===== src/rtl/dh_pkg.sv =====
`default_nettype none
// ============================================================================
// Module      : dh_pkg
// Description : Shared definitions for the R2 encryption/decryption stages:
//               default operand widths and the exponentiation FSM states.
// Revision    : 1.0 - initial release
// ============================================================================
package dh_pkg;

    // Default widths: modulus/base/key, private exponent, message.
    localparam int DH_W     = 32;
    localparam int DH_EXP_W = 32;
    localparam int DH_MSG_W = 4;

    // Exponentiation controller states.
    typedef enum logic [2:0] {
        IDLE  = 3'd0,
        CHECK = 3'd1,
        SQR   = 3'd2,
        MUL   = 3'd3,
        FIN   = 3'd4
    } dh_state_t;

endpackage : dh_pkg
`default_nettype wire


===== src/rtl/decryption_r2_if.sv =====
`default_nettype none
// ============================================================================
// Module      : decryption_r2_if
// Description : Request/result bundle of the R2 decryption stage.
//               master : requester (drives start and operands)
//               slave  : decryption engine (drives busy/done/err/k_o/m_o)
// Signals     : start, a_pub[W], x_priv[EXP_W], p[W], c1[MSG_W]  (to engine)
//               busy, done, err, k_o[MSG_W], m_o[MSG_W]          (from engine)
// Revision    : 1.0 - initial release
// ============================================================================
interface decryption_r2_if
    import dh_pkg::*;
#(
    parameter int W     = DH_W,
    parameter int EXP_W = DH_EXP_W,
    parameter int MSG_W = DH_MSG_W
);

    logic             start;
    logic [W-1:0]     a_pub;
    logic [EXP_W-1:0] x_priv;
    logic [W-1:0]     p;
    logic [MSG_W-1:0] c1;
    logic             busy;
    logic             done;
    logic             err;
    logic [MSG_W-1:0] k_o;
    logic [MSG_W-1:0] m_o;

    modport master (
        output start, a_pub, x_priv, p, c1,
        input  busy, done, err, k_o, m_o
    );

    modport slave (
        input  start, a_pub, x_priv, p, c1,
        output busy, done, err, k_o, m_o
    );

endinterface : decryption_r2_if
`default_nettype wire


===== src/rtl/mod_mul_serial.sv =====
`default_nettype none
// ============================================================================
// Module      : mod_mul_serial
// Description : Bit-serial modular multiplier, res = a*b mod p (a, b < p).
//               Interleaved double-and-add, MSB of b first, one bit per
//               cycle on a W+1 bit datapath with conditional subtraction.
//               The first bit is processed in the cycle where go is high;
//               rdy/res are valid in the cycle ending with the W-th edge
//               counted from the edge that samples go.
//               a, b and p must stay stable for the whole operation.
// Ports       : clk, rst          clock / synchronous active-high reset
//               go                start a new multiplication
//               a, b, p [W]       operands and modulus
//               res [W]           product (valid while rdy)
//               rdy               final-step strobe
// Revision    : 1.0 - initial release
// ============================================================================
module mod_mul_serial
    import dh_pkg::*;
#(
    parameter int W = DH_W
) (
    input  wire          clk,
    input  wire          rst,
    input  wire          go,
    input  wire  [W-1:0] a,
    input  wire  [W-1:0] b,
    input  wire  [W-1:0] p,
    output logic [W-1:0] res,
    output logic         rdy
);

    localparam int                 c_idx_w   = $clog2(W);
    localparam logic [c_idx_w-1:0] c_idx_top = c_idx_w'(W - 1);

    logic [W-1:0]       r_acc;
    logic [c_idx_w-1:0] r_idx;
    logic               r_active;

    logic [W-1:0]       w_acc_in;
    logic [c_idx_w-1:0] w_j;
    logic [W:0]         w_p_ext;
    logic [W:0]         w_dbl;
    logic [W-1:0]       w_dbl_red;
    logic [W:0]         w_sum;
    logic [W-1:0]       w_next;

    // One double-and-add step. A fresh operation starts from acc=0 at the
    // top bit, so go overrides the stored accumulator and bit index.
    always_comb begin
        w_acc_in  = go ? '0 : r_acc;
        w_j       = go ? c_idx_top : r_idx;
        w_p_ext   = {1'b0, p};
        w_dbl     = {w_acc_in, 1'b0};
        w_dbl_red = (w_dbl >= w_p_ext) ? W'(w_dbl - w_p_ext) : w_dbl[W-1:0];
        w_sum     = {1'b0, w_dbl_red} + {1'b0, a};
        if (b[w_j]) begin
            w_next = (w_sum >= w_p_ext) ? W'(w_sum - w_p_ext) : w_sum[W-1:0];
        end else begin
            w_next = w_dbl_red;
        end
    end

    always_ff @(posedge clk) begin
        if (rst) begin
            r_acc    <= '0;
            r_idx    <= '0;
            r_active <= 1'b0;
        end else if (go) begin
            r_acc    <= w_next;
            r_idx    <= c_idx_top - 1'b1;
            r_active <= 1'b1;
        end else if (r_active) begin
            r_acc <= w_next;
            if (r_idx == '0) begin
                r_active <= 1'b0;
            end else begin
                r_idx <= r_idx - 1'b1;
            end
        end
    end

    // The last bit's result is handed over combinationally so the caller
    // can commit it on the very edge that completes the multiplication.
    assign res = w_next;
    assign rdy = r_active && (r_idx == '0);

endmodule : mod_mul_serial
`default_nettype wire


===== src/rtl/decryption_r2.sv =====
`default_nettype none
// ============================================================================
// Module      : decryption_r2
// Description : Receiver side of the R2 stage. Recomputes the shared key
//               k = a_pub^x_priv mod p with a constant-time left-to-right
//               square-and-multiply loop (always square, always multiply,
//               keep the product only when the exponent bit is set) and
//               recovers m = c1 ^ k[MSG_W-1:0].
// Ports       : clk              rising-edge clock
//               rst              synchronous active-high reset
//               bus (slave)      start, a_pub, x_priv, p, c1 in;
//                                busy, done, err, k_o, m_o out
// Timing      : edge 0 samples start; illegal operands give done/err at
//               edge 1, otherwise done at edge 1 + 2*EXP_W*W.
// Revision    : 1.0 - initial release
// ============================================================================
module decryption_r2
    import dh_pkg::*;
#(
    parameter int W     = DH_W,
    parameter int EXP_W = DH_EXP_W,
    parameter int MSG_W = DH_MSG_W
) (
    input  wire            clk,
    input  wire            rst,
    decryption_r2_if.slave bus
);

    localparam int           c_cyc_w     = $clog2(W);
    localparam int           c_exp_idx_w = $clog2(EXP_W);
    localparam logic [W-1:0] c_one       = W'(1);
    localparam logic [W-1:0] c_two       = W'(2);

    dh_state_t              r_state;
    logic [W-1:0]           r_a;
    logic [EXP_W-1:0]       r_x;
    logic [W-1:0]           r_p;
    logic [MSG_W-1:0]       r_c1;
    logic [W-1:0]           r_r;
    logic [c_exp_idx_w-1:0] r_i;
    logic [c_cyc_w-1:0]     r_cyc;
    logic                   r_busy;
    logic                   r_done;
    logic                   r_err;
    logic [MSG_W-1:0]       r_k;
    logic [MSG_W-1:0]       r_m;

    logic                   w_go;
    logic                   w_rdy;
    logic [W-1:0]           w_mul_b;
    logic [W-1:0]           w_res;
    logic [W-1:0]           w_r_next;

    // A multiplication is launched on the first cycle of every SQR/MUL phase.
    assign w_go     = ((r_state == SQR) || (r_state == MUL)) && (r_cyc == '0);
    assign w_mul_b  = (r_state == SQR) ? r_r : r_a;
    // The product is always computed; the exponent bit only selects it.
    assign w_r_next = r_x[r_i] ? w_res : r_r;

    mod_mul_serial #(
        .W (W)
    ) u_mul (
        .clk (clk),
        .rst (rst),
        .go  (w_go),
        .a   (r_r),
        .b   (w_mul_b),
        .p   (r_p),
        .res (w_res),
        .rdy (w_rdy)
    );

    always_ff @(posedge clk) begin
        if (rst) begin
            r_state <= IDLE;
            r_a     <= '0;
            r_x     <= '0;
            r_p     <= '0;
            r_c1    <= '0;
            r_r     <= '0;
            r_i     <= '0;
            r_cyc   <= '0;
            r_busy  <= 1'b0;
            r_done  <= 1'b0;
            r_err   <= 1'b0;
            r_k     <= '0;
            r_m     <= '0;
        end else begin
            r_done <= 1'b0;
            unique case (r_state)
                // FIN is the done cycle; it accepts a new request like IDLE.
                IDLE, FIN: begin
                    if (bus.start) begin
                        r_a     <= bus.a_pub;
                        r_x     <= bus.x_priv;
                        r_p     <= bus.p;
                        r_c1    <= bus.c1;
                        r_busy  <= 1'b1;
                        r_err   <= 1'b0;
                        r_state <= CHECK;
                    end else begin
                        r_state <= IDLE;
                    end
                end

                CHECK: begin
                    if ((r_p < c_two) || (r_a >= r_p)) begin
                        r_err   <= 1'b1;
                        r_done  <= 1'b1;
                        r_busy  <= 1'b0;
                        r_k     <= '0;
                        r_m     <= '0;
                        r_state <= IDLE;
                    end else begin
                        r_r     <= c_one;
                        r_i     <= c_exp_idx_w'(EXP_W - 1);
                        r_cyc   <= '0;
                        r_state <= SQR;
                    end
                end

                SQR: begin
                    r_cyc <= r_cyc + 1'b1;
                    if (w_rdy) begin
                        r_r     <= w_res;
                        r_cyc   <= '0;
                        r_state <= MUL;
                    end
                end

                MUL: begin
                    r_cyc <= r_cyc + 1'b1;
                    if (w_rdy) begin
                        r_cyc <= '0;
                        r_r   <= w_r_next;
                        if (r_i == '0) begin
                            r_k     <= w_r_next[MSG_W-1:0];
                            r_m     <= r_c1 ^ w_r_next[MSG_W-1:0];
                            r_done  <= 1'b1;
                            r_busy  <= 1'b0;
                            r_state <= FIN;
                        end else begin
                            r_i     <= r_i - 1'b1;
                            r_state <= SQR;
                        end
                    end
                end

                default: begin
                    r_state <= IDLE;
                end
            endcase
        end
    end

    assign bus.busy = r_busy;
    assign bus.done = r_done;
    assign bus.err  = r_err;
    assign bus.k_o  = r_k;
    assign bus.m_o  = r_m;

endmodule : decryption_r2
`default_nettype wire


===== src/flat_wrapper.sv =====
// flat-port wrapper written by rule: the top's interface ports become plain ports
module decryption_r2_flat import dh_pkg::*;
#(
    parameter int W     = DH_W,
    parameter int EXP_W = DH_EXP_W,
    parameter int MSG_W = DH_MSG_W
)
  (clk, rst, bus_start, bus_a_pub, bus_x_priv, bus_p, bus_c1, bus_busy, bus_done, bus_err, bus_k_o, bus_m_o);
  decryption_r2_if #(.W(W), .EXP_W(EXP_W), .MSG_W(MSG_W)) bus_i ();
  input  wire clk;
  input  wire rst;
  input wire logic [$bits(bus_i.start)-1:0] bus_start;
  input wire logic [$bits(bus_i.a_pub)-1:0] bus_a_pub;
  input wire logic [$bits(bus_i.x_priv)-1:0] bus_x_priv;
  input wire logic [$bits(bus_i.p)-1:0] bus_p;
  input wire logic [$bits(bus_i.c1)-1:0] bus_c1;
  output wire logic [$bits(bus_i.busy)-1:0] bus_busy;
  output wire logic [$bits(bus_i.done)-1:0] bus_done;
  output wire logic [$bits(bus_i.err)-1:0] bus_err;
  output wire logic [$bits(bus_i.k_o)-1:0] bus_k_o;
  output wire logic [$bits(bus_i.m_o)-1:0] bus_m_o;
  assign bus_i.start = bus_start;
  assign bus_i.a_pub = bus_a_pub;
  assign bus_i.x_priv = bus_x_priv;
  assign bus_i.p = bus_p;
  assign bus_i.c1 = bus_c1;
  assign bus_busy = bus_i.busy;
  assign bus_done = bus_i.done;
  assign bus_err = bus_i.err;
  assign bus_k_o = bus_i.k_o;
  assign bus_m_o = bus_i.m_o;
  decryption_r2 #(.W(W), .EXP_W(EXP_W), .MSG_W(MSG_W)) u_core (.clk(clk), .rst(rst), .bus(bus_i));
endmodule

===== config.mk =====
export PLATFORM = sky130hd
export DESIGN_NAME = decryption_r2_flat
export DESIGN_NICKNAME = d
export VERILOG_FILES = /design/src/rtl/dh_pkg.sv /design/src/rtl/decryption_r2_if.sv /design/src/rtl/mod_mul_serial.sv /design/src/rtl/decryption_r2.sv /design/src/flat_wrapper.sv
export SDC_FILE = /design/constraint.sdc
export NUM_CORES = 1
export LEC_CHECK = 0
export ABC_AREA = 0
export CORE_MARGIN = 4
export CORE_UTILIZATION = 45
export DETAILED_ROUTE_END_ITERATION = 8
export PLACE_DENSITY = 0.68
export SETUP_SLACK_MARGIN = 0.5
export SLEW_MARGIN = 0
export SYNTH_ARGS = -nofsm -noshare
export SYNTH_HDL_FRONTEND = slang
export SYNTH_SLANG_ARGS = --single-unit

===== constraint.sdc =====
create_clock -name clk -period 11.2 [get_ports clk]
set_input_delay 1.12 -clock clk [delete_from_list [all_inputs] [get_ports clk]]
set_output_delay 1.12 -clock clk [all_outputs]
set_load 0.005 [all_outputs]

# [After elaboration in Yosys (flattened, before gate mapping)]
# Index checks and enable logic that the tools add are counted.
[totals] reg_bits=194 output_inout_bits=11 word_cells=128
[op_classes] add_sub_neg=6 order_cmp=6 eq_ne=13 muxes=55 n_bitwise=2 reduce_logical=28
[ops] operator="32-bit two-way mux" n=11
[ops] operator="32-bit case mux with 3 select lines" n=1
[ops] operator="33-bit by 32-bit >= comparator with 1-bit output" n=2
[ops] operator="32-bit subtractor" n=2
[ops] operator="5-bit two-way mux" n=9
[ops] operator="32-bit by 32-bit adder with 33-bit output" n=1
[ops] operator="32-bit >= comparator" n=1
[ops] operator="32-bit by 2-bit less-than comparator with 1-bit output, second input constant" n=1
[ops] operator="4-bit two-way mux" n=5
[ops] operator="5-bit case mux with 2 select lines" n=2
[ops] operator="2-bit inequality test, second input constant" n=8
[ops] operator="4-bit case mux with 2 select lines" n=2
[ops] operator="5-bit zero test" n=3
[ops] operator="1-bit two-way mux" n=15
[ops] operator="5-bit by 6-bit less-than comparator with 1-bit output, second input constant" n=2
[ops] operator="3-bit case mux with 4 select lines" n=1
[ops] operator="4-bit AND reduction" n=3
[ops] operator="1-bit binary-select mux with 5-bit select" n=2
[ops] operator="2-bit AND reduction" n=5
[ops] operator="5-bit AND reduction" n=2
[ops] operator="5-bit by 1-bit subtractor with 5-bit output, second input constant" n=2
[ops] operator="3-bit two-way mux" n=3
[ops] operator="2-bit nonzero test" n=4
[ops] operator="3-bit by 2-bit == test with 1-bit output, second input constant" n=2
[ops] operator="other kinds (15)" n=21

# [Depth between registers and ports, before layout]
[depth] depth_word=15 depth_mapped=48

# [Modules after synthesis]
# Synthesis repeated with hierarchy kept, for this count alone.
[hier_totals] hier_cells=2029 hier_area_um2=15716.3
[modules_own_cells] mod="mod_mul_serial" n_inst=1 cells_per_inst=1204 area_each_um2=8573.2
[modules_own_cells] mod="decryption_r2" n_inst=1 cells_per_inst=825 area_each_um2=7143.1

# [Worst setup path before layout]
# No wires, ideal clock.
[synth_timing] kind="reg-to-reg" start="reg u_core.r_cyc[0]" end="reg u_core.r_r[19]" arrival_time_ns=8.879 setup_slack_ns=2.206 stages_incl_launch_ff=47 path_buffers=11 period_less_slack_ns=8.994 path_cell_list="dfxtp_1 -> inv_1 -> ha_1 -> nor4b_1 -> nand2_1 -> clkbuf_1 -> clkbuf_1 -> clkbuf_1 -> nand2_1 -> inv_1 -> ha_1 -> clkbuf_1 -> and3_1 -> nand4_1 -> nor4_1 -> a31o_2 -> o32a_1 -> o21a_1 -> [11 not listed] -> a21oi_1 -> xor2_1 -> ha_1 -> clkbuf_1 -> a211o_1 -> a311oi_1 -> o21ai_0 -> a21o_1 -> o311ai_1 -> a31oi_1 -> or2_1 -> buf_2 -> buf_2 -> buf_2 -> nand2_1 -> nand2_1 -> o211ai_1 -> a21bo_2"
[synth_between] elab_chain_len=12 word_cells_on_any_way=18 classes_between="add/sub (3); order compare (2); mux (11); reduce/logical (2)"
[synth_lines] element="start, declared" line_no="decryption_r2.sv:41" rtl="logic [c_cyc_w-1:0] r_cyc;"
[synth_lines] element="start signal, assigned" line_no="decryption_r2.sv:123" rtl="r_cyc <= r_cyc + 1'b1;"
[synth_lines] element="start signal, assigned" line_no="decryption_r2.sv:132" rtl="r_cyc <= r_cyc + 1'b1;"
[synth_lines] element="5-bit zero test (*)" line_no="decryption_r2.sv:55" rtl="assign w_go = ((r_state == SQR) || (r_state == MUL)) && (r_cyc == '0);"
[synth_lines] element="1-bit logical AND (*)" line_no="decryption_r2.sv:55"
[synth_lines] element="32-bit two-way mux" line_no="mod_mul_serial.sv:51" rtl="w_acc_in = go ? '0 : r_acc;"
[synth_lines] element="32-bit subtractor or 33-bit by 32-bit >= comparator with 1-bit output (tied branches)" line_no="mod_mul_serial.sv:55" rtl="w_dbl_red = (w_dbl >= w_p_ext) ? W'(w_dbl - w_p_ext) : w_dbl[W-1:0];"
[synth_lines] element="32-bit two-way mux" line_no="mod_mul_serial.sv:55"
[synth_lines] element="32-bit by 32-bit adder with 33-bit output" line_no="mod_mul_serial.sv:56" rtl="w_sum = {1'b0, w_dbl_red} + {1'b0, a};"
[synth_lines] element="32-bit subtractor or 33-bit by 32-bit >= comparator with 1-bit output (tied branches)" line_no="mod_mul_serial.sv:58" rtl="w_next = (w_sum >= w_p_ext) ? W'(w_sum - w_p_ext) : w_sum[W-1:0];"
[synth_lines] element="32-bit two-way mux" line_no="mod_mul_serial.sv:58"
[synth_lines] element="32-bit two-way mux (*)" line_no="mod_mul_serial.sv:57" rtl="if (b[w_j]) begin"
[synth_lines] element="32-bit two-way mux" line_no="decryption_r2.sv:58" rtl="assign w_r_next = r_x[r_i] ? w_res : r_r;"
[synth_lines] element="32-bit two-way mux" line_no="decryption_r2.sv:133" rtl="if (w_rdy) begin"
[synth_lines] element="32-bit case mux with 3 select lines (*)" line_no="decryption_r2.sv:90" rtl="unique case (r_state)"
[synth_lines] element="end signal, assigned" line_no="decryption_r2.sv:115" rtl="r_r <= c_one;"
[synth_lines] element="end signal, assigned" line_no="decryption_r2.sv:125" rtl="r_r <= w_res;"
[synth_lines] element="end signal, assigned" line_no="decryption_r2.sv:135" rtl="r_r <= w_r_next;"
[synth_lines] element="end, declared" line_no="decryption_r2.sv:39" rtl="logic [W-1:0] r_r;"
# Every way passes the cells marked *; elsewhere a longest branch is shown, timed or not. The select of a mux whose other input is x is not followed.
# A chain may end at the register's enable or synchronous reset.

# [Worst setup path after layout]
[layout_timing] start="reg u_core.r_cyc[0]" end="reg u_core.r_k[3] (netlist: u_core.bus.k_o[3])"
[layout_between] elab_chain_len=13 word_cells_on_any_way=18 classes_between="add/sub (3); order compare (2); mux (11); reduce/logical (2)"
[layout_lines] element="5-bit zero test (*)" line_no="decryption_r2.sv:55"
[layout_lines] element="1-bit logical AND (*)" line_no="decryption_r2.sv:55"
[layout_lines] element="32-bit two-way mux" line_no="mod_mul_serial.sv:51"
[layout_lines] element="32-bit subtractor or 33-bit by 32-bit >= comparator with 1-bit output (tied branches)" line_no="mod_mul_serial.sv:55"
[layout_lines] element="32-bit two-way mux" line_no="mod_mul_serial.sv:55"
[layout_lines] element="32-bit by 32-bit adder with 33-bit output" line_no="mod_mul_serial.sv:56"
[layout_lines] element="32-bit subtractor or 33-bit by 32-bit >= comparator with 1-bit output (tied branches)" line_no="mod_mul_serial.sv:58"
[layout_lines] element="32-bit two-way mux" line_no="mod_mul_serial.sv:58"
[layout_lines] element="32-bit two-way mux (*)" line_no="mod_mul_serial.sv:57"
[layout_lines] element="32-bit two-way mux (*)" line_no="decryption_r2.sv:58"
[layout_lines] element="4-bit two-way mux (*)" line_no="decryption_r2.sv:136" rtl="if (r_i == '0) begin"
[layout_lines] element="4-bit two-way mux (*)" line_no="decryption_r2.sv:133"
[layout_lines] element="4-bit case mux with 2 select lines (*)" line_no="decryption_r2.sv:90"
[layout_lines] element="end signal, assigned" line_no="decryption_r2.sv:137" rtl="r_k <= w_r_next[MSG_W-1:0];"
[layout_lines] element="end, declared" line_no="decryption_r2.sv:45" rtl="logic [MSG_W-1:0] r_k;"
# Marked as above.

==> run metrics <==
setup TNS 0 ns; Worst Tran Pin Value about 1.1 ns; fin nets about 2.3k; Final min period roughly 10 ns; Most used DFF post-synth dfxtp_1; TritonRoute pass-1 iters 6; Crit path buffers/inverters 4; post-synthesis compound-gate area fraction 0.245; Worst Path Required about 12 ns; mux contribution to synthesized area 0.0644; Setup crit end kind register; synthesized area per cell 7.56 um^2; FF/Latch Area roughly 3900 um^2; Non-Filler Instances roughly 2.5k; slowest CP cell mux2i_1; Layout Area Growth over Synthesis 13.6%; xor/xnor share of the synthesized area 0.0522; initial antenna violation count 0; Worst-Skew Late Latency roughly 0.47 ns; EDFF count, synth 0; status complete, no violations; Hold Crit Class register to register; placed insts 2463; Clock Path Buffers 2; remaining antenna violation count 0; fmax just under 100 MHz; vias in the first global route around 14k; initial DRC count between 1k and 1.5k; Via density approximately 6; CP max stage delay 0.48 ns; Final Hold Fails 0; Cell Rows between 60 and 70; first-pass GRT wire length about 77000 um; fill cell count 3130; arrival time at the worst endpoint around 10 ns; total clock buffers created by CTS 17; fin. max-slew vios 0; fin crit share 0.903; main combinational cell family by area after synthesis compound AO/OA/AOI/OAI gates; sequential area share after synthesis 0.257; DRC Markers 0; maxcap violations 0; GPL Wtd Cong between 1 and 1.5; CTS tree done; Unique masters post-synth between 80 and 90; Num Clock Sinks approximately 190; Top delay family on crit path compound AO/OA/AOI/OAI gates; critical path class register to register; Post-Synthesis Cells 1998; CTS Hold Buffers Added 0; Async S/R FF share, synth 0; multi-input gate area in the final layout 10500 um^2; average wire per standard cell between 20 and 25 um; Port-buffer cells 113; Net Count, Synth about 2.2k; antenna cells 0; DR vias about 15k; critical path's most frequent cell ha_1; slew margin rel. 0.248; Worst Setup Start Kind register; global route total overflow 0; final setup fails 0; post-synthesis cell area around 15000 um^2; CORE AREA about 33000 um^2; CTS H-tree lvls 4; synth warn 0; initial core utilization 0.461; IO Pins 114; Worst-path clk slew around 0.090 ns; Simple-Gate Fraction of Synth Area 0.214; Synth Area in Adders 0.114; Clock Skew approximately 0.023 ns; post-synthesis register bit count about 190; largest net degree at the start of global routing approximately 100; Die Ht between 150 and 200 um; full die area approximately 37000 um^2; GR Util All Layers 0.266; share of cells above drive strength 1 0.0570; Post-Route WL 50100 um; Root Buffer clkbuf_16; Die W 191 um; HPWL Detailed 38000 um; RSZ-0062 raised after global routing false; maximum fanout along the worst path 27
[cells in the mapped netlist (13+ instances only)]
cell type | n | area share
and2_1 | 27 | 0.011
mux2_2 | 13 | 0.0097
buf_2 | 18 | 0.0060
a31oi_1 | 24 | 0.0099
nand3_1 | 53 | 0.018
ha_1 | 131 | 0.11
nand2_1 | 391 | 0.097
mux2i_1 | 42 | 0.028
a211oi_1 | 18 | 0.0089
o211ai_1 | 20 | 0.0099
a22o_1 | 20 | 0.012
dfxtp_1 | 194 | 0.26
o21ai_0 | 71 | 0.024
nor2b_1 | 20 | 0.0083
nor2_1 | 95 | 0.024
a21oi_1 | 252 | 0.084
mux4_2 | 17 | 0.025
xnor2_1 | 58 | 0.034
inv_1 | 100 | 0.025
xor2_1 | 32 | 0.019
nor3_1 | 31 | 0.010
a21o_1 | 48 | 0.024
nand4_1 | 19 | 0.0079
clkbuf_1 | 74 | 0.018
nand2b_1 | 15 | 0.0062
[worst reg2reg max path: cells and delay by family, from the launching register on]
kind,cells,cell delay (ns)
compound gates,15,3.70
xor+xnor,1,0.19
fa+ha+maj,4,1.35
buf+inv,4,0.84
flops,1,0.34
mux,2,0.89
simple gates,11,2.73
[per-stage QoR]
step | hold WS [ns] | instance area [um^2] | util | worst slack, ns
final | 0.456 | 17100 | 0.523 | 1.08
after floorplan | 0.427 | 15100 | - | 2.21
after CTS | 0.454 | 17100 | 0.522 | 0.601
after detailed placement | 0.442 | 16500 | 0.503 | 0.435
after global placement | 0.437 | 16500 | 0.503 | 0.725
after global routing | 0.471 | 17100 | 0.523 | 0.414
[cell type report]
cell class | count | area share
Multi-Input combinational cell | 1601 | 0.611
Sequential cell | 194 | 0.226
Timing Repair Buffer | 126 | 0.0715
Tap cell | 442 | 0.0323
Clock buffer | 17 | 0.0248
Inverter | 101 | 0.0221
Clock inverter | 15 | 0.0114
[placed cells by master (no fill, tap or decap), types with 6 or more instances in the layout]
| master | Yosys | layout |
|---|---|---|
| inv_1 | 100 | 100 |
| and3_1 | 11 | 10 |
| mux4_2 | 17 | 17 |
| clkinv_8 | 0 | 6 |
| o211ai_1 | 20 | 20 |
| a21o_1 | 48 | 48 |
| clkdlybuf4s50_1 | 0 | 112 |
| nand3_1 | 53 | 52 |
| a31o_2 | 7 | 7 |
| or2_2 | 8 | 8 |
| buf_4 | 1 | 14 |
| xnor2_1 | 58 | 58 |
| dfxtp_1 | 194 | 194 |
| a22oi_1 | 6 | 6 |
| clkbuf_16 | 0 | 17 |
| nand2b_1 | 15 | 15 |
| a22o_1 | 20 | 20 |
| o31ai_1 | 11 | 11 |
| ha_1 | 131 | 131 |
| or3_1 | 11 | 11 |
| xor2_1 | 32 | 32 |
| a211oi_1 | 18 | 18 |
| mux2i_1 | 42 | 42 |
| a221oi_1 | 9 | 9 |
| o21ai_0 | 71 | 71 |
| a21oi_1 | 252 | 251 |
| nand2_1 | 391 | 391 |
| nor2_1 | 95 | 93 |
| o21a_1 | 11 | 10 |
| a31oi_1 | 24 | 23 |
| nand4_1 | 19 | 19 |
| nor2b_1 | 20 | 19 |
| o21bai_1 | 9 | 9 |
| o2bb2ai_1 | 6 | 6 |
| mux2_2 | 13 | 13 |
| and2_1 | 27 | 27 |
| nor4_1 | 11 | 11 |
| nor3_1 | 31 | 30 |
| a211o_1 | 7 | 7 |
[what timing repair did]
action / 4_1_cts / 5_1_grt
setup buffers: 0 / 0
gates resized for setup: 1 / 8
setup endpoints to repair: 9 / 70
gates cloned: 0 / 1
[kinds of logic after synthesis]
logic type | count (synthesis)
fa+ha+maj | 136
simple gates | 719
xor+xnor | 90
buf+inv | 204
compound gates | 581
flops | 194
mux | 74
[sequential cells by signal (all words and copies together), names as in the netlist, 5 cells and up]
register,cells
u_core.r_p,32
u_core.r_x,32
u_core.r_r,32
u_core.u_mul.r_acc,32
u_core.r_i,5
u_core.r_cyc,5
u_core.r_a,32
u_core.u_mul.r_idx,5
[per-layer routing]
metal | vias to the layer above | wire length, um | GRT usage
met5 | - | 0 | 0
met2 | 707 | 22800 | 0.439
met1 | 7068 | 20800 | 0.348
li1 | 7217 | - | -
met3 | 129 | 4740 | 0.0506
met4 | 0 | 1730 | 0.0983
[worst paths after layout]
path                    from                end  slack, ns  cells after the start
max reg2reg  u_core.r_cyc[0]  u_core.bus.k_o[3]       1.08                     37
min reg2reg   u_core.r_x[10]     u_core.r_x[10]       0.46                      2
min           u_core.r_x[10]     u_core.r_x[10]       0.46                      2
max          u_core.r_cyc[0]  u_core.bus.k_o[3]       1.08                     37
Power is left out: the tool's default activity adds up to more than one toggle a clock period on the data nets, which glitch-free logic cannot reach.
